## src/rtl/frame_binarizer_12x12.sv

```systemverilog
`default_nettype none
// ============================================================================
//  Module   : frame_binarizer_12x12
//  Purpose  : Turns a raster luma pixel stream into a 12x12 binary image.
//             A centred 12*CELL square window is cut into 12x12 cells. The
//             dark ("ink") pixels in each cell are counted, and each count
//             is thresholded to one bit. The 144-bit result is published
//             atomically once for each frame armed by a start pulse.
//  Ports    : clk, rst      - clock, synchronous active-high reset
//             start         - arms capture of the next full frame
//             sof, eol      - start-of-frame / end-of-line pulses
//             pix_valid     - qualifies pix_y
//             pix_y[7:0]    - luma sample
//             busy          - capture armed or in progress
//             img[143:0]    - row-major image, bit 143 = cell (0,0)
//             img_valid     - one-cycle pulse when img is updated
//  Revision : 1.0 - initial release
// ============================================================================
module frame_binarizer_12x12 #(
    parameter int IMG_W      = 640,
    parameter int IMG_H      = 480,
    parameter int CELL       = 20,
    parameter int X0         = 200,
    parameter int Y0         = 120,
    parameter int PIX_THRESH = 80,
    parameter int INVERT     = 1,
    parameter int MIN_COUNT  = 100
) (
    input  logic         clk,
    input  logic         rst,
    input  logic         start,
    input  logic         sof,
    input  logic         eol,
    input  logic         pix_valid,
    input  logic [7:0]   pix_y,
    output logic         busy,
    output logic [143:0] img,
    output logic         img_valid
);

    localparam int c_NCELL = 12;
    localparam int c_XW    = $clog2(IMG_W + 1);
    localparam int c_YW    = $clog2(IMG_H + 1);
    localparam int c_SW    = $clog2(CELL + 1);
    localparam int c_CW    = $clog2(CELL * CELL + 1);

    localparam logic [c_XW-1:0] c_IMG_W    = c_XW'(IMG_W);
    localparam logic [c_XW-1:0] c_X0       = c_XW'(X0);
    localparam logic [c_XW-1:0] c_X1       = c_XW'(X0 + c_NCELL * CELL);
    localparam logic [c_YW-1:0] c_IMG_H    = c_YW'(IMG_H);
    localparam logic [c_YW-1:0] c_Y0       = c_YW'(Y0);
    localparam logic [c_YW-1:0] c_Y1       = c_YW'(Y0 + c_NCELL * CELL);
    localparam logic [c_SW-1:0] c_SUB_LAST = c_SW'(CELL - 1);
    localparam logic [c_CW-1:0] c_CNT_MAX  = c_CW'(CELL * CELL);

    typedef enum logic [1:0] {
        S_IDLE     = 2'd0,
        S_WAIT_SOF = 2'd1,
        S_CAPTURE  = 2'd2,
        S_DONE     = 2'd3
    } state_t;

    state_t              state_q, state_d;
    logic [c_XW-1:0]     x_q, x_d;
    logic [c_YW-1:0]     y_q, y_d;
    logic [3:0]          col_q, col_d;     // cell column of the current pixel
    logic [c_SW-1:0]     csub_q, csub_d;   // pixel offset inside that column
    logic [3:0]          row_q, row_d;     // cell row of the current line
    logic [c_SW-1:0]     rsub_q, rsub_d;   // line offset inside that row
    logic [143:0]        shadow_q, shadow_d;
    logic [143:0]        img_q, img_d;

    logic                w_x_ok, w_y_ok, w_in_x, w_in_y;
    logic                w_capt, w_ink, w_ink_px;
    logic                w_row_end, w_complete;
    logic [c_NCELL-1:0]  w_row_bits;

    // Positions past the active area saturate, so they never alias back
    // into the window.
    assign w_x_ok     = (x_q < c_IMG_W);
    assign w_y_ok     = (y_q < c_IMG_H);
    assign w_in_x     = w_x_ok && (x_q >= c_X0) && (x_q < c_X1);
    assign w_in_y     = w_y_ok && (y_q >= c_Y0) && (y_q < c_Y1);
    assign w_capt     = (state_q == S_CAPTURE);
    assign w_ink      = (INVERT != 0) ? (int'(pix_y) <  PIX_THRESH)
                                      : (int'(pix_y) >= PIX_THRESH);
    assign w_ink_px   = w_capt && pix_valid && w_in_x && w_in_y && w_ink;
    assign w_row_end  = eol && w_in_y && (rsub_q == c_SUB_LAST);
    assign w_complete = w_capt && w_row_end && (row_q == 4'd11);

    // One saturating ink counter per cell column. Each counter is reused
    // for every cell row and is cleared when its row is written out.
    for (genvar c = 0; c < c_NCELL; c++) begin : g_cell
        logic [c_CW-1:0] cnt_q, cnt_d;

        always_comb begin
            cnt_d = cnt_q;
            if (sof || w_row_end) begin
                cnt_d = '0;
            end else if (w_ink_px && (col_q == 4'(c)) && (cnt_q != c_CNT_MAX)) begin
                cnt_d = cnt_q + c_CW'(1);
            end
        end

        always_ff @(posedge clk) begin
            if (rst) begin
                cnt_q <= '0;
            end else begin
                cnt_q <= cnt_d;
            end
        end

        // Column 0 is the MSB of the row slice, which makes bit 143 the
        // top-left cell.
        assign w_row_bits[c_NCELL-1-c] = (int'(cnt_q) >= MIN_COUNT);
    end

    // Position tracking, shadow image and output image.
    always_comb begin
        x_d      = x_q;
        y_d      = y_q;
        col_d    = col_q;
        csub_d   = csub_q;
        row_d    = row_q;
        rsub_d   = rsub_q;
        shadow_d = shadow_q;
        img_d    = img_q;

        if (sof) begin
            x_d    = '0;
            y_d    = '0;
            col_d  = '0;
            csub_d = '0;
            row_d  = '0;
            rsub_d = '0;
        end else if (eol) begin
            x_d    = '0;
            col_d  = '0;
            csub_d = '0;
            if (w_y_ok) begin
                y_d = y_q + c_YW'(1);
            end
            if (w_in_y) begin
                if (rsub_q == c_SUB_LAST) begin
                    rsub_d = '0;
                    row_d  = row_q + 4'd1;
                end else begin
                    rsub_d = rsub_q + c_SW'(1);
                end
            end
        end else if (pix_valid) begin
            if (w_x_ok) begin
                x_d = x_q + c_XW'(1);
            end
            if (w_in_x) begin
                if (csub_q == c_SUB_LAST) begin
                    csub_d = '0;
                    col_d  = col_q + 4'd1;
                end else begin
                    csub_d = csub_q + c_SW'(1);
                end
            end
        end

        if (sof) begin
            shadow_d = '0;
        end else if (w_capt && w_row_end) begin
            for (int r = 0; r < c_NCELL; r++) begin
                if (row_q == 4'(r)) begin
                    shadow_d[(c_NCELL-1-r)*c_NCELL +: c_NCELL] = w_row_bits;
                end
            end
        end

        // The image register is loaded from the shadow with the final row
        // already merged in. This makes the new image visible during the
        // DONE cycle, together with img_valid.
        if (w_complete) begin
            img_d = shadow_d;
        end
    end

    // Frame-level sequencing.
    always_comb begin
        state_d = state_q;
        case (state_q)
            S_IDLE:     if (start) state_d = S_WAIT_SOF;
            S_WAIT_SOF: if (sof)   state_d = S_CAPTURE;
            // A repeated sof restarts the capture: the counters, the
            // position and the shadow are all cleared by sof itself.
            S_CAPTURE:  if (w_complete) state_d = S_DONE;
            S_DONE:     state_d = S_IDLE;
            default:    state_d = S_IDLE;
        endcase
    end

    always_ff @(posedge clk) begin
        if (rst) begin
            state_q  <= S_IDLE;
            x_q      <= '0;
            y_q      <= '0;
            col_q    <= '0;
            csub_q   <= '0;
            row_q    <= '0;
            rsub_q   <= '0;
            shadow_q <= '0;
            img_q    <= '0;
        end else begin
            state_q  <= state_d;
            x_q      <= x_d;
            y_q      <= y_d;
            col_q    <= col_d;
            csub_q   <= csub_d;
            row_q    <= row_d;
            rsub_q   <= rsub_d;
            shadow_q <= shadow_d;
            img_q    <= img_d;
        end
    end

    assign busy      = (state_q == S_WAIT_SOF) || (state_q == S_CAPTURE);
    assign img_valid = (state_q == S_DONE);
    assign img       = img_q;

endmodule
`default_nettype wire

```

## config.mk

```make
export PLATFORM = sky130hd
export DESIGN_NAME = frame_binarizer_12x12
export DESIGN_NICKNAME = d
export VERILOG_FILES = /design/src/rtl/frame_binarizer_12x12.sv
export SDC_FILE = /design/constraint.sdc
export NUM_CORES = 1
export LEC_CHECK = 0
export BUFFER_PORTS_ARGS = -buffer_cell sky130_fd_sc_hd__clkbuf_2
export CAP_MARGIN = 15
export CORE_MARGIN = 8
export CORE_UTILIZATION = 58
export DETAILED_ROUTE_END_ITERATION = 8
export PLACE_DENSITY = 0.78
export SLEW_MARGIN = 15
export SYNTH_ARGS = -nofsm -noshare
export SYNTH_HDL_FRONTEND = slang
export SYNTH_SLANG_ARGS = --single-unit
```

## constraint.sdc

```tcl
create_clock -name clk -period 5 [get_ports clk]
set_input_delay 0.5 -clock clk [delete_from_list [all_inputs] [get_ports clk]]
set_output_delay 0.5 -clock clk [all_outputs]
set_load 0.01 [all_outputs]
```

==> impl_metrics.toml <==
[timing]
finalCriticalPeriod_ps = 3158
finalSetupTns_ps = 0
worst_pin_slew_ps = 1207
setup_ws_ps = 1842
drv_slew = 0
fmax_ghz = 0.3167
slew_headroom_pct = 19.33
finalHoldViolations = 0
setup_violations = 0
clock_skew_ps = 16.25
min_period_over_period_pct = 63.16
rsz0062_at_grt = "false"

[synth]
synth_warnings = 0
ys_seq_elements = 423
async_flop_share_pct = 0
yosysTopAreaCellShare_pct = 47.62
netlist_area_um2 = 17780
ys_seq_area_share_pct = 47.62
postSynthCellCount = 1988
synth_fp_nets = 2043
synth_cell_type_count = 58
postSynthAreaPerCell_um2 = 8.946
synth_area_leaders = "dfxtp_1 48%, o2bb2ai_1 5.3%, nor2_1 4.3%, a211oi_1 4.1%, nand2_1 4.0%"
yosysTopAreaCell = "dfxtp_1"
synth-edff-count = 0
synth-main-ff-cell = "dfxtp_1"

[floorplanning]
ios = 160
core_area_um2 = 30430
die_y_um = 191.1
die_area_um2 = 36520
die_x_um = 191.1
start_util_pct = 58.45
core.rowCount = 64

[job]
drv_cap = 0

[setup_path]
cp-start-kind = "register"
crit_type = "reg -> reg"
crit_family = "buffers and inverters"
crit_start = "state_q[0]"
r2r_slack_ps = 1840
crit_slowest_cell = "buf_4"
cp-end-kind = "register"
cp_data_arrival_time_ps = 3630
worst_ep_required_time_ps = 5470
cp_max_fo = 98
path_buf_inv = 2
slowest_delay_ps = 870
crit_path_cell_trace = "inv_1 -> ha_1 -> and4bb_2 -> o2111ai_1 -> nor3b_1 -> nor2_4 -> buf_4 -> o2bb2ai_1"
r2r-start = "state_q[0]"

[clock_tree]
h-tree-depth = 2
clock_latency_ps = 550
cts_hold_buf = 0
clockRootBuffer = "clkbuf_16"
post_cts_buffers = 0
clk_pin_slew_ps = 60
numCtsBuffers = 42
cts_tree = "built"
cts_resized = 0
cts.path.max_buffers = 3
clkSinkCount = 423

[global_route]
antenna_found_initial = 0
grt_max_degree = 99
grt_pass1_wl_mm = 73.37
grt.total_usage_pct = 23.93
grt_overflow = 0
grt_pass1_vias = 14214

[pwr]
p_leak_nw = 6.701
ir_drop_v = 0.0002207
power.density_nw_per_um2 = 332.1

[detailed_routing]
wl_mm = 44.82
vias = 15112
vias_per_cell = 6.108
ant_nets = 0
post_drt_wl_per_cell_um = 18.12
route.detailed.drc = 0
drtIter0Drc = 1008
dr.pass1.iters = 5

[placement]
placed_area_um2 = 18610
portBuffers = 155
pre_cts_slack_ps = 1769
place.gp.congestion = 0.8556
hpwl_mm = 28.70

[final_layout]
layout_common_cells = "423 x dfxtp_1, 201 x nor2_1, 190 x nand2_1"
drive_gt1_share_pct = 12.51
synthToLayoutAreaGrowth_pct = 12.28
diodes = 0
nets = 2104
fillers = 2494
final_core_util_pct = 65.63
layout_commonest_cell = "dfxtp_1"
final_cell_area_um2 = 19970

[worst_hold_path]
min_from = "pix_valid"
hp-class = "in -> reg"

[status]
run_status = "finished clean"
[cells in the mapped netlist (all sizes together), types with 4 or more instances]
| master | instances |
|---|---|
| nand4 | 49 |
| buf | 40 |
| dfxtp | 423 |
| a211oi | 96 |
| nor2 | 202 |
| o311ai | 4 |
| xor2 | 8 |
| o211ai | 26 |
| and2 | 11 |
| o31ai | 25 |
| nor4 | 14 |
| o2111ai | 5 |
| nor2b | 5 |
| nand3 | 51 |
| o41ai | 4 |
| o21a | 13 |
| nand3b | 29 |
| mux2i | 55 |
| nor4bb | 11 |
| inv | 46 |
| nor3 | 24 |
| or3 | 44 |
| nand2b | 11 |
| o21ai | 86 |
| xnor2 | 15 |
| o21bai | 7 |
| nand2 | 191 |
| a31oi | 5 |
| clkbuf | 117 |
| a21oi | 120 |
| or4 | 52 |
| nor3b | 9 |
| o2bb2ai | 108 |
| and3 | 17 |
| ha | 41 |
[kinds of logic (layout without fill, tap and decap cells)]
group | count (synthesis) | in the layout | share of synthesized area [%]
xor gates and xnor gates | 23 | 23 | 1.133
muxes | 55 | 55 | 3.096
and+or+nand+nor | 732 | 732 | 20.89
AOI/OAI and AO/OA | 511 | 511 | 19.71
adders and majority gates | 41 | 41 | 2.884
buffers and inverters | 203 | 293 | 4.678
DFF | 423 | 423 | 47.62
[layout make-up]
cell class	instances	area (um2)	area share [%]
Multi-Input combinational cell	1362	8558	42.86
Sequential cell	423	8468	42.41
Clock buffer	63	1240	6.209
Timing Repair Buffer	174	918.4	4.599
Tap cell	396	495.5	2.481
Inverter	46	172.7	0.8647
Clock inverter	10	116.4	0.5827
[registers in the layout, summed over array words and instances, names as in the netlist]
signal and flops:
shadow_q 132, rsub_q 5, x_q 10, row_q 4, g_cell.cnt_q 108, state_q 2
img 144, y_q 9, csub_q 5, col_q 4
[metal layers]
| metal | wire length, um | vias to the layer above | track usage, % |
|---|---|---|---|
| met5 | 0 | - | 0 |
| met4 | 1338 | 0 | 7.904 |
| met3 | 2612 | 85 | 3.119 |
| met2 | 21250 | 444 | 40.34 |
| met1 | 19610 | 7219 | 31.33 |
| li1 | - | 7364 | - |
[final timing paths]
kind	end	cells after the start
max	img[73]	8
min	x_q[1]	3
max reg2reg	img[73]	8
min reg2reg	img[52]	2
[worst min-delay path, stage by stage]
cell      delay [ps]
clkbuf_2         130
nand3_1          100
a21oi_1           50
[stage by stage]
step / hold slack [ps] / cells / power [W]
6_report: 288.6 / 2474 / 0.006631
5_1_grt: 323.4 / 2474 / 0.006839
4_1_cts: 279.5 / 2474 / 0.006664
3_5_place_dp: 443.8 / 2401 / 0.003620
3_3_place_gp: 439.6 / 2401 / 0.003612
2_1_floorplan: 448.4 / 1988 / 0.003577
[power breakdown]
group	switching, W	internal (W)
clock network	0.00131	0.00178
logic	0.000112	0.0000470
registers	0.00000795	0.00338
(Power assumes the default switching activity.)
